**config.mk**
```make
export PLATFORM = sky130hd
export DESIGN_NAME = integer_serializer_flat
export DESIGN_NICKNAME = d
export VERILOG_FILES = /design/src/rtl/integer_serializer_if.sv /design/src/rtl/integer_serializer.sv /design/src/flat_wrapper.sv
export SDC_FILE = /design/constraint.sdc
export NUM_CORES = 1
export LEC_CHECK = 0
export CORE_MARGIN = 2
export CORE_UTILIZATION = 45
export CTS_CLUSTER_DIAMETER = 30
export DETAILED_ROUTE_END_ITERATION = 8
export GPL_TIMING_DRIVEN = 0
export PLACE_DENSITY = 0.75
export SYNTH_ARGS = -nofsm -noshare
export SYNTH_HDL_FRONTEND = slang
export SYNTH_SLANG_ARGS = --single-unit
```
**constraint.sdc**
```tcl
create_clock -name clock -period 2.2 [get_ports clock]
set_clock_uncertainty 0.05 [all_clocks]
set_input_delay 0.44 -clock clock [delete_from_list [all_inputs] [get_ports clock]]
set_output_delay 0.44 -clock clock [all_outputs]
set_load 0.1 [all_outputs]
```
**src/rtl/integer_serializer_if.sv**
```systemverilog
// Handshake bundle between the integer serializer and its environment.
// Value/start/ready flow into the serializer; char stream and status flow out.
// The character stream uses valid/ready: char_dat is held while char_valid && !ready.
`ifndef ATTRIBUTE_VAL_BITES
`define ATTRIBUTE_VAL_BITES 10
`endif
`ifndef CHAR_BITES
`define CHAR_BITES 8
`endif

interface integer_serializer_if;
  logic [`ATTRIBUTE_VAL_BITES-1:0] value;
  logic                            start;
  logic                            ready;
  logic [`CHAR_BITES-1:0]          char_dat;
  logic                            char_valid;
  logic                            busy;
  logic                            has_finished;

  // Serializer side: produces the character stream.
  modport master (
    input  value, start, ready,
    output char_dat, char_valid, busy, has_finished
  );

  // Environment side: supplies the value and consumes characters.
  modport slave (
    output value, start, ready,
    input  char_dat, char_valid, busy, has_finished
  );
endinterface

```
**src/rtl/integer_serializer.sv**
```systemverilog
// Binary-to-ASCII-decimal serializer, MSD first, leading zeros suppressed.
// Latency: 1 LOAD + (d+1) DIVIDE cycles per digit d, then EMIT until accepted.
// Backpressure: char_dat/char_valid held stable until ready; start ignored while busy.
// Optional: define INTEGER_SERIALIZER_TERMINATOR_EN to append TERMINATOR after the last digit.
`ifndef ATTRIBUTE_VAL_BITES
`define ATTRIBUTE_VAL_BITES 10
`endif
`ifndef CHAR_BITES
`define CHAR_BITES 8
`endif

module integer_serializer #(
  parameter int                     DIGITS     = 4,
  parameter logic [`CHAR_BITES-1:0] TERMINATOR = 8'h20
) (
  input logic                  clock,
  input logic                  resetn,
  integer_serializer_if.master sif
);

  localparam int VW = `ATTRIBUTE_VAL_BITES;
  localparam int CW = `CHAR_BITES;
  localparam int IW = (DIGITS > 1) ? $clog2(DIGITS) : 1;

`ifdef INTEGER_SERIALIZER_TERMINATOR_EN
  typedef enum logic [2:0] {IDLE, LOAD, DIVIDE, EMIT, TERM, DONE} state_t;
`else
  typedef enum logic [2:0] {IDLE, LOAD, DIVIDE, EMIT, DONE} state_t;
`endif

  // 10^i clamped to 2^VW: a power that exceeds any representable value simply
  // never satisfies the compare, so its digit is always a leading zero.
  function automatic logic [VW:0] pow10(input int i);
    int p;
    p = 1;
    for (int k = 0; k < i; k++) begin
      p = p * 10;
      if (p > (1 << VW)) p = (1 << VW);
    end
    return p[VW:0];
  endfunction

  logic [VW:0] pow_tbl [DIGITS];
  for (genvar g = 0; g < DIGITS; g++) begin : g_pow
    assign pow_tbl[g] = pow10(g);
  end

  state_t        state_q, state_d;
  logic [VW-1:0] rem_q, rem_d;
  logic [IW-1:0] idx_q, idx_d;
  logic [3:0]    digit_q, digit_d;
  logic          seen_q, seen_d;
  logic [CW-1:0] char_q, char_d;
  logic          vld_q, vld_d;
  logic          busy_q, busy_d;
  logic          fin_q, fin_d;
  logic [VW:0]   pow_sel;

  assign pow_sel = pow_tbl[idx_q];

  // State and datapath registers; reset aborts any conversion immediately.
  always_ff @(posedge clock or negedge resetn) begin
    if (!resetn) begin
      state_q <= IDLE;
      rem_q   <= '0;
      idx_q   <= '0;
      digit_q <= '0;
      seen_q  <= 1'b0;
      char_q  <= '0;
      vld_q   <= 1'b0;
      busy_q  <= 1'b0;
      fin_q   <= 1'b0;
    end else begin
      state_q <= state_d;
      rem_q   <= rem_d;
      idx_q   <= idx_d;
      digit_q <= digit_d;
      seen_q  <= seen_d;
      char_q  <= char_d;
      vld_q   <= vld_d;
      busy_q  <= busy_d;
      fin_q   <= fin_d;
    end
  end

  // Next-state logic: repeated subtraction of 10^idx builds each digit.
  always_comb begin
    state_d = state_q;
    rem_d   = rem_q;
    idx_d   = idx_q;
    digit_d = digit_q;
    seen_d  = seen_q;
    char_d  = char_q;
    vld_d   = vld_q;
    busy_d  = busy_q;
    fin_d   = fin_q;
    case (state_q)
      IDLE, DONE: begin
        if (sif.start) begin
          rem_d   = sif.value;
          idx_d   = IW'(DIGITS - 1);
          seen_d  = 1'b0;
          fin_d   = 1'b0;
          busy_d  = 1'b1;
          state_d = LOAD;
        end
      end
      LOAD: begin
        digit_d = '0;
        state_d = DIVIDE;
      end
      DIVIDE: begin
        if ({1'b0, rem_q} >= pow_sel) begin
          rem_d   = rem_q - pow_sel[VW-1:0];
          digit_d = digit_q + 4'd1;
        end else if (digit_q != 4'd0 || seen_q || idx_q == '0) begin
          // The least significant position always emits, so 0 becomes "0".
          char_d  = CW'(8'h30) + CW'(digit_q);
          vld_d   = 1'b1;
          seen_d  = 1'b1;
          state_d = EMIT;
        end else begin
          idx_d   = idx_q - 1'b1;
          state_d = LOAD;
        end
      end
      EMIT: begin
        if (sif.ready) begin
          if (idx_q == '0) begin
`ifdef INTEGER_SERIALIZER_TERMINATOR_EN
            char_d  = TERMINATOR;
            vld_d   = 1'b1;
            state_d = TERM;
`else
            vld_d   = 1'b0;
            busy_d  = 1'b0;
            fin_d   = 1'b1;
            state_d = DONE;
`endif
          end else begin
            vld_d   = 1'b0;
            idx_d   = idx_q - 1'b1;
            state_d = LOAD;
          end
        end
      end
`ifdef INTEGER_SERIALIZER_TERMINATOR_EN
      TERM: begin
        if (sif.ready) begin
          vld_d   = 1'b0;
          busy_d  = 1'b0;
          fin_d   = 1'b1;
          state_d = DONE;
        end
      end
`endif
      default: state_d = IDLE;
    endcase
  end

  assign sif.char_dat     = char_q;
  assign sif.char_valid   = vld_q;
  assign sif.busy         = busy_q;
  assign sif.has_finished = fin_q;

endmodule

```
**src/flat_wrapper.sv**
```systemverilog
// flat-port wrapper written by rule: the top's interface ports become plain ports
module integer_serializer_flat 
#(
  parameter int                     DIGITS     = 4,
  parameter logic [`CHAR_BITES-1:0] TERMINATOR = 8'h20
)
  (clock, resetn, sif_value, sif_start, sif_ready, sif_char_dat, sif_char_valid, sif_busy, sif_has_finished);
  integer_serializer_if sif_i ();
  input logic clock;
  input logic resetn;
  input wire logic [$bits(sif_i.value)-1:0] sif_value;
  input wire logic [$bits(sif_i.start)-1:0] sif_start;
  input wire logic [$bits(sif_i.ready)-1:0] sif_ready;
  output wire logic [$bits(sif_i.char_dat)-1:0] sif_char_dat;
  output wire logic [$bits(sif_i.char_valid)-1:0] sif_char_valid;
  output wire logic [$bits(sif_i.busy)-1:0] sif_busy;
  output wire logic [$bits(sif_i.has_finished)-1:0] sif_has_finished;
  assign sif_i.value = sif_value;
  assign sif_i.start = sif_start;
  assign sif_i.ready = sif_ready;
  assign sif_char_dat = sif_i.char_dat;
  assign sif_char_valid = sif_i.char_valid;
  assign sif_busy = sif_i.busy;
  assign sif_has_finished = sif_i.has_finished;
  integer_serializer #(.DIGITS(DIGITS), .TERMINATOR(TERMINATOR)) u_core (.clock(clock), .resetn(resetn), .sif(sif_i));
endmodule
```
**Word level (Yosys, flattened, before mapping)**

Cells that the tools add are included.

- Bits in registers: 31
- Memories kept: 0
- Input bits: 14
- ROM bits: 0
- Latch bits: 0
- Bits in writable memories: 0

- Magnitude comparators: 2
- Mux-type cells: 33
- Add/subtract/negate cells: 4
- Multiply operators: 0
- Div/mod/pow operators: 0
- Bitwise logic cells: 2
- Shifts and indexed selects: 0
- Equal/unequal tests: 12
- Reductions and logical operators: 19

Operators with widths:

| operator | number |
|---|---|
| $bmux W11 S2 | 1 |
| $mux W11 | 2 |
| $mux W10 | 2 |
| $pmux W10 S2 | 1 |
| $mux W2 | 6 |
| $mux W3 | 4 |
| $pmux W3 S4 | 1 |
| $reduce_and A4 Y1 | 3 |
| $ge A10 B11 Y1 | 1 |
| $ne A2 B2 Y1 const B | 5 |
| $sub A10 B10 Y10 | 1 |
| $mux W1 | 9 |
| $reduce_and A3 Y1 | 3 |
| $pmux W1 S2 | 4 |
| $pmux W4 S2 | 1 |
| $reduce_bool A2 Y1 | 4 |
| $add A6 B4 Y7 const A | 1 |
| $eq A3 B2 Y1 const B | 2 |
| $ne A2 B1 Y1 const B | 3 |
| $pmux W2 S3 | 1 |
| $reduce_and A6 Y1 | 1 |
| $add A4 B1 Y4 const B | 1 |
| $mux W4 | 1 |
| $reduce_bool A4 Y1 | 1 |
| other kinds (12) | 13 |

**Depth between registers and ports, before layout**

Gate-level depths: netlist of the first run.

- Depth after elaboration: 7
- Gate-level depth with buffers: 12
- Gate-level depth less buffers: 10

**Least setup slack after synthesis of the first run**

OpenSTA, ideal clock, no wires.

- Kind: reg-to-reg
- From: register u_core.idx_q[0]
- To: register u_core.rem_q[5]
- Slack: -0.176 ns
- Cell stages (with the launch flop): 12
- Clock period less this slack: 2.376 ns
- Path buffers: 2
- Data arrival time: 2.208 ns
- Required time: 2.031 ns
- Path through: dfrtp_1 inv_1 ha_1 inv_1 ha_1 a21oi_1 o21ai_0 a211o_1 a211o_1 buf_4 buf_6 o21a_1

- Longest elaborated chain between the ends: 7
- Elaborated cells on any way between the ends: 10

RTL lines:

| item | line | text |
|---|---|---|
| start, declared | integer_serializer.sv:50 | `logic [IW-1:0] idx_q, idx_d;` |
| start signal, assigned | integer_serializer.sv:76 | `idx_q <= idx_d;` |
| $not A2 Y3 (not written as such) (*) | integer_serializer.sv:59 | `assign pow_sel = pow_tbl[idx_q];` |
| $bmux W11 S2 (*) | integer_serializer.sv:59 |  |
| $mux W11 (not written as such) (*) (2 in a row) | integer_serializer.sv:59 |  |
| $sub A10 B10 Y10 / $ge A10 B11 Y1 (equally long branches) | integer_serializer.sv:114, integer_serializer.sv:113 |  |
| $mux W10 / $ne A2 B1 Y1 (equally long branches) | n/a |  |
| $pmux W10 S2 / $reduce_and A3 Y1 (equally long branches) | n/a |  |
| end signal, assigned | integer_serializer.sv:75 | `rem_q <= rem_d;` |
| end, declared | integer_serializer.sv:49 | `logic [VW-1:0] rem_q, rem_d;` |

Every way passes the cells marked *; elsewhere a longest branch is shown, timed or not. The select of a mux whose other input is x is not followed.
A chain may end at the register's enable or synchronous reset.

**Worst setup path in the final report of the first run**

- From: register u_core.idx_q[1]
- To: register u_core.char_q[1], in the netlist u_core.sif.char_dat[1]

- Longest elaborated chain between the ends: 7
- Elaborated cells on any way between the ends: 9

RTL lines:

| item | line | text |
|---|---|---|
| $not A2 Y3 (not written as such) | integer_serializer.sv:59 |  |
| $bmux W11 S2 | integer_serializer.sv:59 |  |
| $mux W11 (not written as such) (2 in a row) | integer_serializer.sv:59 |  |
| $ge A10 B11 Y1 | integer_serializer.sv:113 | `if ({1'b0, rem_q} >= pow_sel) begin` |
| $not A1 Y1 (no line) | n/a |  |
| $reduce_and A3 Y1 (no line) (*) | n/a |  |
| end signal, assigned | integer_serializer.sv:79 | `char_q <= char_d;` |
| end, declared | integer_serializer.sv:53 | `logic [CW-1:0] char_q, char_d;` |

Marked as above.

==> results.yml, run 1 <==
routing:
  via_count: 1736
  drt_pass1_iterations: 4
  vias_per_cell: 5.655
  routed_wl_um: 5307
  drc: 0
  ant_nets: 0
  drtIter0Drc: 78
  routedWlPerCell_um: 17.29
sta:
  hold_violations: 0
  period_minus_slack_ns: 2.557
  max_freq_mhz: 391.1
  tightestPinTransition_ns: 0.9632
  slew_violations: 0
  period_share_pct: 116.2
  slew_headroom_pct: 36.04
  setup_viol: 25
  rsz0062_at_grt: "true"
  fin_ws_ns: -0.3566
synthesis:
  ys_ff_latch: 28
  syn_area_um2: 1862
  postSynthAreaPerCell_um2: 9.126
  syn_inst: 204
  ys_warn_count: 0
  synth_ff_type: "dfrtp_1"
  synth_seq_area_share_pct: 37.63
  async_flop_share_pct: 100.0
  synth_cell_types: 46
  synth_edf_count: 0
cells_and_area:
  area_delta_synth_final_pct: 50.07
  nNetsFinal: 288
  nFillCells: 271
  antennaDiodeCount: 0
  fin_util_pct: 69.85
  multi_input_area_um2: 1355
  drive_above_1_share_pct: 38.52
  stdcell_count: 307
  fin_area_um2: 2794
  register_area_um2: 703.2
placement:
  dp_hpwl_um: 2864
  dp.cells: 277
  placed_area_um2: 2258
  gp_routability_congestion: 0.8250
  place_worst_setup_slack_ns: -0.3384
  io_buffer_count: 22
grt:
  grt_start_max_net_pins: 29
  grt_overflow_total: 0
  grt_pass1_vias: 1545
  antenna_found_initial: 0
  track_usage_pct: 21.36
  grt_pass1_wl_um: 7458
critical_path:
  crit_required_ns: 2.33
  cp_max_fo: 6
  cp.arrival_ns: 2.69
  start_kind: "register"
  worstPathCellList: "clkinv_4 -> buf_6 -> ha_4 -> a21oi_1 -> o21ai_1 -> a211o_1 -> buf_6 -> a21oi_4 -> o21ai_4 -> buf_6 -> mux2_4"
  slowest_delay_ns: 0.46
  end_kind: "register"
  cp_common_cell: "buf_6"
  cp_slowest_cell: "dfrtp_2"
  path_class: "reg2reg"
clock_tree:
  clk_pin_slew_ns: 0.11
  worst_skew_pair.late_latency_ns: 0.29
  ctsHtreeMaxLevel: 1
  clockBufferDepth: 2
  cts_inserted_buffers: 3
  cts_root_buffer: "clkbuf_8"
  cts.sinks: 28
  cts_tree: "built"
floorplan:
  ios: 25
  start_util_pct: 46.54
  dieArea_um2: 4668
  die_x_um: 68.32
  placementRows: 23
  design.core.area_um2: 4000
  fp.dieH_um: 68.32
run:
  cap_viol_max_count: 0
outcome:
  violations: "negative setup slack"
  status: "finished, violations left"
min_path:
  hold_class: "in2async"
path summary, 6_finish.rpt:
path	depth (start not counted)	start	slack, ns	endpoint
worst min register to register	1	u_core.sif.busy	0.45	u_core.sif.busy
worst max-delay path	11	u_core.idx_q[1]	-0.36	u_core.sif.char_dat[1]
worst max register to register	11	u_core.idx_q[1]	-0.36	u_core.sif.char_dat[1]
worst min-delay path	1	resetn	0.12	u_core.sif.char_dat[0]
max in group asynchronous	1	resetn	1.52	u_core.idx_q[1]
min in group clock	1	u_core.sif.busy	0.45	u_core.sif.busy
cell usage after synthesis (2+ instances only):
cell      instances  area [um2]
nand2b_1          2       12.51
mux2_2            6       67.56
nor3_1            4       20.02
a22o_1            2       17.52
nor2_1           15       56.30
nor2b_1           4       25.02
a211o_1           2       17.52
and3_1            3       18.77
ha_1             15       187.7
o21ai_1           3       15.01
nand3_1           3       15.01
buf_4             5       37.54
o21ai_0           9       45.04
or3_1             2       12.51
buf_2             2       10.01
a21oi_1          12       60.06
a21o_1            5       37.54
o31ai_1           3       22.52
a31oi_1           5       31.28
nor3b_1           2       15.01
xnor2_1           3       26.28
o21a_1            7       52.55
inv_1            17       63.81
a21oi_2           3       26.28
nor2b_4           2       27.53
dfrtp_1          28       700.7
nand2_1          21       78.83
critical path: cells and delay by family, from the launching register on:
| kind | cells | cell delay, ns |
|---|---|---|
| compound gates | 5 | 0.87 |
| buf+inv | 4 | 0.54 |
| flops | 1 | 0.46 |
| mux | 1 | 0.29 |
| fa+ha+maj | 1 | 0.23 |
sequential cells by signal, indices dropped and copies added, names as in the netlist:
name	flops
u_core.digit_q	4
u_core.state_q	3
u_core.sif.has_finished	1
u_core.idx_q	2
u_core.seen_q	1
u_core.sif.busy	1
u_core.rem_q	10
u_core.sif.char_valid	1
u_core.sif.char_dat	5
cell usage in the layout (no fill, tap or decap), types with 5 or more instances in the layout:
master	netlist	layout
ha_4	0	9
a21oi_1	12	7
inv_1	17	12
buf_4	5	18
mux2_4	0	6
nand2_1	21	16
buf_6	1	12
clkdlybuf4s50_1	0	12
o21a_1	7	7
dfrtp_1	28	26
o21ai_0	9	6
ha_1	15	5
dlygate4sd2_1	0	9
o21ai_1	3	5
nor2_1	15	10
logic make-up (layout without fill, tap and decap cells):
group / after synthesis / in the layout / share of synthesized area, %
AOI/OAI and AO/OA: 60 / 60 / 21.51
xor gates and xnor gates: 4 / 4 / 1.882
adders and majority gates: 16 / 16 / 11.16
buffers and inverters: 26 / 78 / 6.788
DFF: 28 / 28 / 37.63
muxes: 6 / 6 / 3.629
other: 1 / 2 / 0.2014
and+or+nand+nor: 63 / 63 / 17.20
per-stage QoR:
| step | TNS [ns] | hold slack [ns] |
|---|---|---|
| finish | -6.278 | 0.1186 |
| global route | -8.243 | 0.1615 |
| CTS | -3.229 | 0.4539 |
| detailed placement | -4.070 | 0.4320 |
| global placement | -3.785 | 0.4153 |
| floorplan | -0.4089 | 0.09441 |
area by class of cell:
| class | count | share of cell area, % |
|---|---|---|
| multi-input cells | 151 | 48.50 |
| flip-flops and latches | 28 | 25.17 |
| repair buffers | 48 | 16.48 |
| inverters | 17 | 2.553 |
| plain buffers | 9 | 2.508 |
| well taps | 50 | 2.239 |
| clock buffers | 3 | 1.478 |
| clock inverters | 1 | 1.075 |
layer usage:
layer  wire (um)  vias up  global-route usage (%)
met5           0        -                       0
met4         152        0                   5.750
met3         258       16                   1.974
met2        2634       63                   34.22
met1        2263      834                   30.76
li1            -      823                       -
repair_timing:
item                                    4_1_cts  5_1_grt
gates resized for setup                      34       38
endpoints found under the setup margin       31       25
pin swaps                                    17       26
hold buffers                                  0        0
buffers inserted                             20        5
gates cloned                                  1        0
Power of run 1 is left out: the tool's default activity adds up to more than one toggle a clock period on the data nets, which glitch-free logic cannot reach.
==> inputs of run 2 (changes only) <==
--- a/config.mk
+++ b/config.mk
@@ -10,7 +10,9 @@
 export CTS_CLUSTER_DIAMETER = 30
 export DETAILED_ROUTE_END_ITERATION = 8
 export GPL_TIMING_DRIVEN = 0
+export MAX_ROUTING_LAYER = met4
 export PLACE_DENSITY = 0.75
+export RECOVER_POWER = 100
 export SYNTH_ARGS = -nofsm -noshare
 export SYNTH_HDL_FRONTEND = slang
 export SYNTH_SLANG_ARGS = --single-unit
==> results.yml, run 2 (synthesis gave the netlist of run 1 again) <==
outcome:
  status: "finished, violations left"
  violations: "max-capacitance violations, max-slew violations, negative setup slack"
floorplan:
  design.core.area_um2: 4000
  dieArea_um2: 4668
  fp.dieH_um: 68.32
  placementRows: 23
  ios: 25
  start_util_pct: 46.54
  die_x_um: 68.32
clock_tree:
  ctsHtreeMaxLevel: 1
  worst_skew_pair.late_latency_ns: 0.29
  cts_tree: "built"
  cts.sinks: 28
  cts_hold_buf: 0
  clockBufferDepth: 2
  clk_pin_slew_ns: 0.11
  cts_inserted_buffers: 3
  cts_root_buffer: "clkbuf_8"
critical_path:
  slowest_delay_ns: 0.46
  path_delay_family: "compound AO/OA/AOI/OAI gates"
  cp_max_fo: 6
  ff2ff_setup_slack_ns: -0.35
  end_kind: "register"
  start_kind: "register"
  worstPathCellList: "clkinv_4 -> buf_6 -> ha_4 -> a21oi_1 -> o21ai_1 -> a211o_1 -> buf_6 -> a21oi_4 -> o21ai_4 -> buf_6 -> mux2_4"
  crit_required_ns: 2.33
  path_class: "reg2reg"
  cp_slowest_cell: "dfrtp_2"
  cp.arrival_ns: 2.68
  cp_common_cell: "buf_6"
  cp.buffers_inverters: 4
routing:
  vias_per_cell: 5.596
  drc: 0
  routed_wl_um: 5285
  drt_pass1_iterations: 4
  routedWlPerCell_um: 17.21
  ant_nets: 0
  via_count: 1718
  drtIter0Drc: 74
cells_and_area:
  nFillCells: 271
  final_common_cell: "dfrtp_1"
  area_delta_synth_final_pct: 50.00
  antennaDiodeCount: 0
  drive_above_1_share_pct: 38.13
  nNetsFinal: 288
  largest_reg_flops: 10
  largest_register: "u_core.rem_q"
  layout_common_cells: "dfrtp_1, buf_4, nand2_1"
  fin_area_um2: 2793
placement:
  gp_routability_congestion: 0.8374
  dp_hpwl_um: 2864
  io_buffer_count: 22
  placed_area_um2: 2258
  place_worst_setup_slack_ns: -0.3384
run:
  cap_viol_max_count: 1
sta:
  tightestPinTransition_ns: 1.548
  period_share_pct: 115.8
  hold_violations: 0
  max_freq_mhz: 392.6
  fin_ws_ns: -0.3468
  period_minus_slack_ns: 2.547
  slew_headroom_pct: -3.174
  setup_viol: 25
  rsz0062_at_grt: "true"
  slew_violations: 29
grt:
  grt_start_max_net_pins: 29
  grt_overflow_total: 0
  grt_pass1_wl_um: 7452
  grt_pass1_vias: 1549
  antenna_found_initial: 0
  track_usage_pct: 21.93
min_path:
  hold_class: "reg2reg"
-- run 2: changes by cell type in the layout (fill, tap and decap cells not counted) --
cell	before	now
clkbuf_1	1	2
buf_2	3	2
-- run 2: worst reg2reg max path, cell delays in order (launching register included) --
cell	delay [ns]
dfrtp_2	0.46
clkinv_4	0.11
buf_6	0.14
ha_4	0.23
a21oi_1	0.15
o21ai_1	0.11
a211o_1	0.35
buf_6	0.14
a21oi_4	0.17
o21ai_4	0.08
buf_6	0.14
mux2_4	0.29
-- run 2: final timing paths --
kind / startpoint / end / cells after the start
worst max register to register: u_core.idx_q[1] / u_core.sif.char_dat[1] / 11
worst max-delay path: u_core.idx_q[1] / u_core.sif.char_dat[1] / 11
max in group asynchronous: resetn / u_core.idx_q[1] / 1
worst min register to register: u_core.sif.busy / u_core.sif.busy / 1
min in group asynchronous: resetn / u_core.sif.char_dat[0] / 1
worst min-delay path: u_core.sif.busy / u_core.sif.busy / 1
-- run 2: repair_timing --
| action | CTS | global route |
|---|---|---|
| pin swaps | 17 | 26 |
| endpoints found under the setup margin | 31 | 25 |
| gates cloned | 1 | 0 |
| resized for setup | 34 | 38 |
| buffers inserted | 20 | 5 |
-- run 2: layout make-up --
| class | count | area [um2] | share of cell area, % |
|---|---|---|---|
| multi-input cells | 151 | 1355 | 48.52 |
| flip-flops and latches | 28 | 703.2 | 25.18 |
| repair buffers | 48 | 459.2 | 16.44 |
| inverters | 17 | 71.32 | 2.554 |
| plain buffers | 9 | 70.07 | 2.509 |
| well taps | 50 | 62.56 | 2.240 |
| clock buffers | 3 | 41.29 | 1.478 |
| clock inverters | 1 | 30.03 | 1.075 |
-- run 2: routing by layer --
metal  vias up  GRT usage (%)  routed length [um]
li1        824              -                   -
met1       815          30.56                2253
met2        63          34.34                2601
met3        16          1.974                 280
met4         0          5.750                 149
met5         -              -                   0
-- run 2: stage by stage --
step | cells | utilization [%] | setup TNS [ns] | hold slack [ns]
6_report | 307 | 69.82 | -6.082 | 0.4468
5_1_grt | 307 | 69.82 | -8.090 | 0.4784
4_1_cts | 302 | 65.22 | -3.229 | 0.4539
3_5_place_dp | 277 | 56.46 | -4.070 | 0.4320
3_3_place_gp | 277 | 56.46 | -3.785 | 0.4153
2_1_floorplan | 205 | - | -0.4089 | 0.09441
Power of run 2 is left out for the same reason.
==> inputs of run 3 (changes only) <==
--- a/config.mk
+++ b/config.mk
@@ -16,3 +16,4 @@
 export SYNTH_ARGS = -nofsm -noshare
 export SYNTH_HDL_FRONTEND = slang
 export SYNTH_SLANG_ARGS = --single-unit
+export TNS_END_PERCENT = 50
==> results.yml, run 3 (synthesis gave the netlist of run 1 again) <==
routing:
  drtIter0Drc: 84
  drt_pass1_iterations: 4
  wl_met2_um: 1984
  vias_per_cell: 5.537
  top_layer: "met4"
  routedWlPerCell_um: 14.23
  ant_nets: 0
  routed_wl_um: 4185
  wl_met1_um: 1998
  via_count: 1628
  drc: 0
  wl_met3_um: 114
critical_path:
  slowest_delay_ns: 0.48
  path_delay_family: "compound AO/OA/AOI/OAI gates"
  cp.buffers_inverters: 4
  reg2reg_to: "u_core.rem_q[6]"
  crit_required_ns: 2.33
  end_kind: "register"
  reg2reg_depth: 11
  cp.arrival_ns: 2.54
  start_kind: "register"
  cp_max_fo: 10
  ff2ff_setup_slack_ns: -0.21
  worstPathCellList: "inv_4 -> ha_4 -> inv_2 -> ha_4 -> a21oi_2 -> o21ai_1 -> a211o_1 -> a211o_1 -> buf_6 -> buf_8 -> o21a_1"
  path_class: "reg2reg"
  cp_slowest_cell: "dfrtp_2"
  rr_startpoint: "u_core.idx_q[0]"
clock_tree:
  ctsHtreeMaxLevel: 1
  clockBufferDepth: 2
  clk_pin_slew_ns: 0.10
  cts_hold_buf: 0
  worst_skew_pair.late_latency_ns: 0.28
  cts.sinks: 28
  cts_root_buffer: "clkbuf_8"
  cts_tree: "built"
  cts_inserted_buffers: 3
cells_and_area:
  nNetsFinal: 275
  multi_input_area_um2: 1212
  largest_reg_flops: 10
  area_delta_synth_final_pct: 31.85
  register_area_um2: 703.2
  fin_util_pct: 61.37
  final_common_cell: "dfrtp_1"
  nFillCells: 345
  layout_common_cells: "dfrtp_1, nand2_1, buf_4"
  drive_above_1_share_pct: 27.87
  largest_register: "u_core.rem_q"
  antennaDiodeCount: 0
  stdcell_count: 294
sta:
  period_share_pct: 109.6
  period_minus_slack_ns: 2.411
  slew_headroom_pct: -1.920
  rsz0062_at_grt: "true"
  max_freq_mhz: 414.8
  hold_violations: 0
  fin_ws_ns: -0.2110
  tightestPinTransition_ns: 1.529
  slew_violations: 29
  setup_viol: 22
grt:
  grt_start_max_net_pins: 29
  antenna_found_initial: 0
  track_usage_pct: 20.36
  grt_pass1_vias: 1516
  grt_overflow_total: 0
  grt_pass1_wl_um: 6920
min_path:
  hold_class: "reg2reg"
  min_from: "u_core.sif.busy"
  min_to: "u_core.sif.busy"
  worst_hold_path.num_cells: 1
placement:
  dp_hpwl_um: 2862
  gp_routability_congestion: 0.8426
  io_buffer_count: 22
  dp.cells: 277
floorplan:
  ios: 25
  fp.dieH_um: 68.32
  placementRows: 23
  start_util_pct: 46.54
  design.core.area_um2: 4000
  die_x_um: 68.32
  dieArea_um2: 4668
outcome:
  status: "finished, violations left"
  violations: "max-capacitance violations, max-slew violations, negative setup slack"
run:
  cap_viol_max_count: 1
## run 3: worst max-delay path by stage
stage	startpoint	end	cells past startpoint
floorplan	u_core.idx_q[1]	u_core.idx_q[0]	10
global placement	u_core.idx_q[1]	u_core.idx_q[0]	9
detailed placement	u_core.idx_q[1]	u_core.idx_q[1]	9
CTS	u_core.idx_q[1]	u_core.sif.char_dat[2]	10
global route	u_core.idx_q[1]	u_core.rem_q[6]	10
finish	u_core.idx_q[0]	u_core.rem_q[6]	11
## run 3: final cells by class
cell class | count | area share [%]
timing repair buffer | 35 | 10.75
buffer | 9 | 2.854
clock inverter | 1 | 1.223
clock buffer | 3 | 1.682
inverter | 17 | 2.905
sequential | 28 | 28.64
multi-input combinational | 151 | 49.39
tap | 50 | 2.548
## run 3: per-layer routing
metal	vias up	GRT usage, %
met5	-	-
met4	0	8.250
met3	9	1.645
met2	37	31.55
met1	781	27.54
li1	801	-
## run 3: repair_timing
action                     CTS  global route
resized for setup           24             8
pin swaps                   12             4
buffers inserted             9             4
setup endpoints to repair   32            25
## run 3: worst reg2reg max path, stage by stage, from the launching register on
cell and delay [ns]:
dfrtp_2 0.48, inv_4 0.11, ha_4 0.12, inv_2 0.03
ha_4 0.22, a21oi_2 0.13, o21ai_1 0.10, a211o_1 0.33
a211o_1 0.29, buf_6 0.15, buf_8 0.14, o21a_1 0.16
## run 3: per-stage QoR
step / hold slack [ns] / setup slack (ns) / cell area (um2) / TNS, ns
finish: 0.4314 / -0.2110 / 2455 / -3.053
global route: 0.4628 / -0.3291 / 2455 / -5.093
CTS: 0.4354 / -0.1897 / 2450 / -2.608
detailed placement: 0.4174 / -0.3314 / 2247 / -4.389
global placement: 0.4130 / -0.3102 / 2247 / -3.874
floorplan: 0.09441 / -0.09218 / 1964 / -0.4314
Power of run 3 is left out for the same reason.
